### src/rtl/dmux8way_bank16.sv
// ============================================================================
// Module  : dmux8way_bank16
// Brief   : Burst-addressed write bank; one-hot demux strobes feed 8 x 16-bit
//           registers. Optional READBACK_EN adds a combinational read port.
// Rev     : 1.0  initial release
// ============================================================================
`default_nettype none

module dmux8way_bank16 #(
  parameter int WIDTH = 16,
  parameter int DEPTH = 8,
  parameter int AW    = $clog2(DEPTH)
) (
  input  logic                   clock,
  input  logic                   reset,
  input  logic                   start,
  input  logic [AW-1:0]          base,
  input  logic [3:0]             count,
  input  logic                   in_valid,
  input  logic [WIDTH-1:0]       in_data,
  output logic                   in_ready,
  output logic                   busy,
  output logic                   done,
  output logic [AW-1:0]          ptr,
  output logic [DEPTH-1:0]       load,
  output logic [DEPTH*WIDTH-1:0] regs
`ifdef READBACK_EN
  ,
  input  logic [AW-1:0]          rd_addr,
  output logic [WIDTH-1:0]       rd_data
`endif
);

  localparam logic [1:0] IDLE  = 2'd0;
  localparam logic [1:0] BURST = 2'd1;
  localparam logic [1:0] FIN   = 2'd2;

  logic [1:0]       state;
  logic [3:0]       remaining;
  logic             xfer;
  logic [WIDTH-1:0] mem [DEPTH];

  // Handshake outputs are decoded from state alone so in_valid never loops back.
  assign in_ready = (state == BURST);
  assign busy     = (state == BURST);
  assign done     = (state == FIN);
  assign xfer     = in_valid && in_ready;

  always_ff @(posedge clock or posedge reset) begin
    if (reset) begin
      state     <= IDLE;
      ptr       <= '0;
      remaining <= '0;
    end else begin
      case (state)
        IDLE: begin
          if (start) begin
            if (count != 4'd0) begin
              ptr       <= base;
              remaining <= count;
              state     <= BURST;
            end else begin
              state <= FIN;
            end
          end
        end
        BURST: begin
          if (xfer) begin
            ptr       <= ptr + AW'(1);
            remaining <= remaining - 4'd1;
            if (remaining == 4'd1) state <= FIN;
          end
        end
        FIN:     state <= IDLE;
        default: state <= IDLE;
      endcase
    end
  end

  generate
    for (genvar i = 0; i < DEPTH; i++) begin : g_reg
      assign load[i] = xfer && (ptr == AW'(i));

      always_ff @(posedge clock or posedge reset) begin
        if (reset)        mem[i] <= '0;
        else if (load[i]) mem[i] <= in_data;
      end

      assign regs[i*WIDTH +: WIDTH] = mem[i];
    end
  endgenerate

`ifdef READBACK_EN
  assign rd_data = mem[rd_addr];
`endif

endmodule

`default_nettype wire

### config.mk
export PLATFORM = sky130hd
export DESIGN_NAME = dmux8way_bank16
export DESIGN_NICKNAME = d
export VERILOG_FILES = /design/src/rtl/dmux8way_bank16.sv
export SDC_FILE = /design/constraint.sdc
export NUM_CORES = 1
export LEC_CHECK = 0
export BUFFER_PORTS_ARGS = -buffer_cell sky130_fd_sc_hd__buf_2
export CAP_MARGIN = 15
export CORE_MARGIN = 3
export CORE_UTILIZATION = 46
export DETAILED_ROUTE_END_ITERATION = 6
export PLACE_DENSITY = 0.84
export SYNTH_ARGS = -nofsm -noshare
export SYNTH_HDL_FRONTEND = slang
export SYNTH_SLANG_ARGS = --single-unit
### constraint.sdc
create_clock -name clock -period 3.55 [get_ports clock]
set_input_delay 0.1775 -clock clock [delete_from_list [all_inputs] [get_ports clock]]
set_output_delay 0.1775 -clock clock [all_outputs]
set_load 0.005 [all_outputs]
==> flow_summary_export.csv, run 1 <==
group,metric,value,unit
pwr,power.leakage,3.50,nW
final_layout,fin_cells,684,
die,core_area,0.0117,mm^2
setup_path,crit_cells,6,
final_layout,fin_nets,563,
setup_path,cp.required,3.37,ns
worst_hold_path,min_path_type,"input pin to asynchronous set/reset pin",
setup_path,ff2ff_path_depth,6,
setup_path,critPathKind,"flip-flop to primary output",
run_status,status,"complete, but fails checks",
global_routing,antenna_found_initial,0,
clock_tree,cts_tree,"yes",
sta,holdWs,-0.0494,ns
drt,drt_iter0_markers,229,
setup_path,cp-end-kind,"primary output",
drt,vias,3624,
sta,finalClockSkew,0.00887,ns
pwr,p_per_area,985,mW/mm^2
clock_tree,ctsHoldBuffers,0,
final_layout,postLayoutCellArea,0.00715,mm^2
drt,routed_via_density,5.30,
placement,dp_cells,652,
logic_synthesis,synthCells,350,
global_routing,grt_pass1_vias,3769,
clock_tree,clk-insertion-delay-late,0.41,ns
setup_path,timing.critical_path.from_type,"flip-flop",
global_routing,grt_usage,0.202,
global_routing,grt_max_degree,138,
logic_synthesis,syn_nets,385,
die,ios,169,
clock_tree,htreeDepth,4,
placement,portBuffers,168,
clock_tree,cts_root_buffer,"clkbuf_16",
logic_synthesis,netlist_area,0.00562,mm^2
logic_synthesis,async_reset_ff_frac,1.00,
final_layout,nFillCells,870,
sta,relSlewSlack,0.434,
sta,setup_viol,0,
logic_synthesis,synth_most_common_cell,"dfrtp_1",
die,die_w,116,um
setup_path,critical-path-top-delay-family,"simple AND/OR/NAND/NOR gates",
die,die_area,0.0136,mm^2
logic_synthesis,yosysTopAreaCellShare,0.611,
placement,post-dp-hpwl,9040,um
final_layout,area_delta_synth_final,27.3,%
clock_tree,clk_path_buf_depth,2,
run,max_cap_viol_count,0,
drt,antenna_left,0,
setup_path,regToRegSetupSlack,1.17,ns
die,die_y,116,um
final_layout,postLayoutCoreUtil,0.613,
clock_tree,cts.sinks,137,
clock_tree,cts_setup_buffers,0,
clock_tree,cts_buffers,17,
sta,max_freq,379,MHz
setup_path,slowest_stage,"dfrtp_1",
clock_tree,cts_resized,0,
setup_path,worst-path-buf-inv,3,
clock_tree,clk_pin_slew,0.06,ns
placement,place_area,0.00654,mm^2
sta,fin_tns_setup,0,ns
die,num_rows,39,
logic_synthesis,synthTopCellsByCount,"dfrtp_1, mux2_2, mux2_4",
setup_path,crit_arrival,2.46,ns
logic_synthesis,synth.area.top_cells,"dfrtp_1, mux2_2, mux2_4",
sta,slew_viol_final,0,
run_status,violations,"hold timing",
logic_synthesis,ys_seq_area_frac,0.611,
sta,grt_setup_unrepaired,"no",
sta,min_period,2.64,ns
setup_path,crit_chain,"nand2b_2 -> inv_2 -> nand2_4 -> nor2_2 -> buf_4 -> buf_2",
logic_synthesis,synth_cell_types,33,
global_routing,grt.overflow.total,0,
drt,routed_wl,13300,um
drt,firstDrtPassIters,4,
sta,timing.final.crit_share,0.744,
drt,drc,0,
sta,finalHoldViolations,43,
final_layout,drive_above_1_share,0.640,
logic_synthesis,yosysTopAreaCell,"dfrtp_1",
global_routing,grt_pass1_wl,20500,um
sta,worst_pin_slew,0.847,ns
logic_synthesis,synth_edf_count,0,
setup_path,worstPathMaxFanout,13,
drt,wl_per_cell,19.5,um
logic_synthesis,yosysWarnings,0,
setup_path,critPathMaxStageDelay,0.43,ns
pwr,peakVddDrop,0.000531,V
logic_synthesis,yosys_most_used_dff,"dfrtp_1",
final_layout,n_antenna_cell,0,
logic_synthesis,synth.ff_latch_count,137,
die,initial_core_util,0.481,
logic_synthesis,synth.avg_cell_area,16.0,um^2
placement,routabilityCongestion,0.839,
==> sequential cells by signal (all words and copies together), names as in the netlist <==
| signal | cells |
|---|---|
| state | 2 |
| remaining | 4 |
| ptr | 3 |
| regs | 128 |
==> final timing paths <==
check                           from        end
max                         state[1]    load[6]
min                            reset  regs[114]
max reg2reg                 state[1]  regs[100]
min reg2reg                regs[117]  regs[117]
max in group asynchronous      reset   regs[79]
min in group clock           base[0]     ptr[0]
==> layout by cell type (no fill, tap or decap), drive strengths merged, types with 8 or more instances in the layout <==
cell type  count
buf          173
nor2          10
inv            9
dfrtp        137
ha             8
a21oi          9
nand2          9
clkbuf        21
mux2         128
==> stage by stage <==
step / setup slack [ns] / hold slack (ns) / total power, mW
finish: 0.909 / -0.0494 / 7.04
global route: 0.773 / 0.0133 / 7.49
CTS: 0.890 / 0.00770 / 7.12
detailed placement: 1.18 / 0.458 / 5.30
global placement: 1.30 / 0.447 / 5.16
floorplan: 1.67 / 0.326 / 4.18
==> kinds of logic after synthesis <==
group           share of synthesized area
simple gates                       0.0455
fa+ha+maj                          0.0178
flops                               0.611
buf+inv                            0.0323
compound gates                     0.0174
mux                                 0.277
==> power breakdown <==
part	leakage (nW)	internal, mW	switching [mW]
Clock	0.285	1.14	0.641
Combinational	1.57	1.41	1.04
Sequential	1.65	2.35	0.461
Total	3.50	4.90	2.14
==> layer usage <==
layer	routed length (um)	global-route usage
met4	134	0.0611
met2	6580	0.334
met1	5620	0.247
met3	965	0.0782
met5	0	0
==> worst reg2reg max path, cell delays in order, from the launching register on <==
cell and delay, ns:
dfrtp_1 0.43, nand2b_2 0.36, inv_2 0.31, nand2_4 0.12, nor2_2 0.39, buf_4 0.30
mux2_2 0.36
==> area by class of cell <==
cell class	count	area (um^2)	share of cell area
tap	143	179	0.0250
clock buffer	21	460	0.0644
inverter	9	37.5	0.00525
sequential	137	3430	0.480
clock inverter	11	144	0.0201
multi-input combinational	190	2010	0.281
timing repair buffer	173	891	0.125
(Power assumes the default switching activity.)
==> run 2, diff against run 1 <==
- ABC_AREA: not set -> 1
- CORE_UTILIZATION: 46 -> 52
- PLACE_DENSITY: 0.84 -> 0.89
- clock period: 3.55 -> 2.7 ns (I/O delays scaled with it)
==> run 2 against run 1 <==
Net effect: the flow now finishes without violations; clock power up 26%; combinational power up 40%; utilization up 4.8 points; register-to-register slack worse by 0.21 ns; design area up 2.4%; total power up 33%; global-route usage up 2.5 points; clock skew down 0.0052 ns; synthesized area up 7.2%; synthesized cell count up 54%; first-iteration DRC count up 68%; critical path type unchanged; critical endpoint is now load[5]; largest power group unchanged; highest routed layer unchanged.
==> flow_summary_export.csv, run 2 <==
group,metric,value,unit
sta,fin_tns_setup,0,ns
clock_tree,cts_setup_buffers,0,
setup_path,crit_arrival,2.02,ns
setup_path,timing.critical_path.from_type,"flip-flop",
sta,max_freq,465,MHz
final_layout,fin_nets,736,
clock_tree,cts_tree,"yes",
die,core_area,0.0111,mm^2
sta,timing.final.crit_share,0.797,
global_routing,grt_usage,0.228,
logic_synthesis,synth_most_common_cell,"dfrtp_1",
setup_path,cp.required,2.57,ns
drt,drt_iter0_markers,385,
logic_synthesis,synth_edf_count,0,
final_layout,final_common_cell,"buf_2",
clock_tree,cts_root_buffer,"clkbuf_16",
setup_path,critical-path-top-delay-family,"simple AND/OR/NAND/NOR gates",
final_layout,largest_reg_flops,128,
logic_synthesis,synthCells,538,
clock_tree,cts.sinks,137,
die,die_y,114,um
drt,wl_per_cell,16.5,um
final_layout,n_antenna_cell,0,
final_layout,postLayoutCoreUtil,0.660,
run,max_cap_viol_count,0,
placement,place_area,0.00672,mm^2
logic_synthesis,synthTopCellsByCount,"dfrtp_1, nor2_1, nand2_1",
final_layout,area_delta_synth_final,21.5,%
sta,slew_viol_final,0,
setup_path,critPathKind,"flip-flop to primary output",
logic_synthesis,synth.ff_latch_count,137,
worst_hold_path,hp-start,"base[1]",
final_layout,postLayoutCellArea,0.00732,mm^2
pwr,p_total,9.39,mW
logic_synthesis,netlist_area,0.00602,mm^2
final_layout,drive_above_1_share,0.475,
drt,drc,0,
logic_synthesis,synth.area.top_cells,"dfrtp_1, a21oi_2, nor2_1",
placement,portBuffers,168,
global_routing,antenna_found_initial,0,
sta,grt_setup_unrepaired,"no",
global_routing,grt_pass1_vias,4492,
setup_path,ff2ff_path_depth,5,
worst_hold_path,min_path_type,"input pin to flip-flop",
logic_synthesis,yosysTopAreaCellShare,0.569,
global_routing,grt.overflow.total,0,
sta,finalClockSkew,0.00372,ns
logic_synthesis,syn_nets,573,
clock_tree,cts_buffers,17,
setup_path,r2r_start,"state[1]",
setup_path,worstPathMaxFanout,33,
drt,routed_via_density,5.09,
clock_tree,ctsHoldBuffers,1,
setup_path,startpoint,"state[1]",
die,die_area,0.0129,mm^2
die,initial_core_util,0.543,
logic_synthesis,synth.avg_cell_area,11.2,um^2
placement,post-dp-hpwl,9880,um
sta,finalHoldViolations,0,
logic_synthesis,synth_cell_types,25,
clock_tree,htreeDepth,4,
setup_path,slowest_stage,"nor2_8",
setup_path,cp-end-kind,"primary output",
die,num_rows,38,
logic_synthesis,ys_seq_area_frac,0.569,
logic_synthesis,yosysWarnings,0,
drt,firstDrtPassIters,4,
logic_synthesis,yosysTopAreaCell,"dfrtp_1",
setup_path,crit_chain,"nor2_8 -> nand2_8 -> nor2_8 -> buf_2",
setup_path,reg2reg_to,"regs[85]",
global_routing,grt_pass1_wl,22700,um
pwr,power.leakage,3.69,nW
logic_synthesis,async_reset_ff_frac,1.00,
pwr,p_per_area,1280,mW/mm^2
worst_hold_path,min_to,"ptr[1]",
setup_path,critPathMaxStageDelay,0.49,ns
setup_path,regToRegSetupSlack,0.96,ns
sta,relSlewSlack,0.505,
drt,antenna_left,0,
drt,routed_wl,14100,um
clock_tree,cts_resized,0,
worst_hold_path,holdPathStages,5,
die,ios,169,
placement,routabilityCongestion,0.820,
final_layout,final_cell_mix,"buf_2, dfrtp_1, nor2_1, nand2_1, a21oi_2",
drt,vias,4350,
global_routing,grt_max_degree,138,
run_status,status,"completed",
clock_tree,clk_pin_slew,0.06,ns
sta,worst_pin_slew,0.743,ns
die,die_w,114,um
clock_tree,clk_path_buf_depth,2,
setup_path,path_common_cell,"nor2_8",
sta,min_period,2.15,ns
setup_path,worst-path-buf-inv,1,
setup_path,crit_cells,4,
sta,setup_viol,0,
clock_tree,clk-insertion-delay-late,0.41,ns
pwr,peakVddDrop,0.000676,V
logic_synthesis,yosys_most_used_dff,"dfrtp_1",
-- run 2: worst register-to-register path, delay by kind of cell, from the launching register on --
kind             cells  cell delay (ns)
AND/OR/NAND/NOR      4             1.06
AO/OA/AOI/OAI        1             0.15
flip-flops           1             0.46
-- run 2: layout make-up --
class                   instances  area (um^2)
flip-flops and latches        137         3430
multi-input cells             344         2130
clock inverters                14          149
repair buffers                170          871
inverters                      31          125
clock buffers                  18          439
fillers                       830         3760
well taps                     140          175
-- run 2: worst max path at each step --
stage | endpoint | slack (ns)
after floorplan | ptr[0] | 0.86
after global placement | load[1] | 1.05
after detailed placement | load[5] | 0.99
after CTS | load[5] | 0.55
after global routing | load[0] | 0.42
final | load[5] | 0.55
-- run 2: layer usage --
metal / global-route usage / vias to the layer above / part of all wire
met5: 0 / - / 0
met4: 0.0761 / 0 / 0.015
met3: 0.0753 / 18 / 0.085
met2: 0.404 / 164 / 0.53
met1: 0.258 / 2106 / 0.37
li1: - / 2062 / -
-- run 2: report_power, final --
part	total [mW]	internal (mW)	switching (mW)	leakage, nW
combinational	3.44	1.52	1.92	1.77
clock	2.25	1.38	0.868	0.278
sequential	3.70	3.05	0.641	1.64
total	9.39	5.96	3.43	3.69
-- run 2: kinds of logic (layout without fill, tap and decap cells) --
kind of cell / after synthesis / in the layout / synth area share
simple gates: 201 / 201 / 0.159
flops: 137 / 137 / 0.569
compound gates: 135 / 135 / 0.178
buf+inv: 57 / 233 / 0.0771
fa+ha+maj: 8 / 8 / 0.0166
-- run 2: stage by stage --
step                      setup slack [ns]  instances  hold slack, ns
after detailed placement             0.993        821           0.404
after global placement                1.05        821           0.386
final                                0.548        854          0.0319
after floorplan                      0.858        538           0.333
after CTS                            0.548        854          0.0162
after global routing                 0.416        854          0.0700
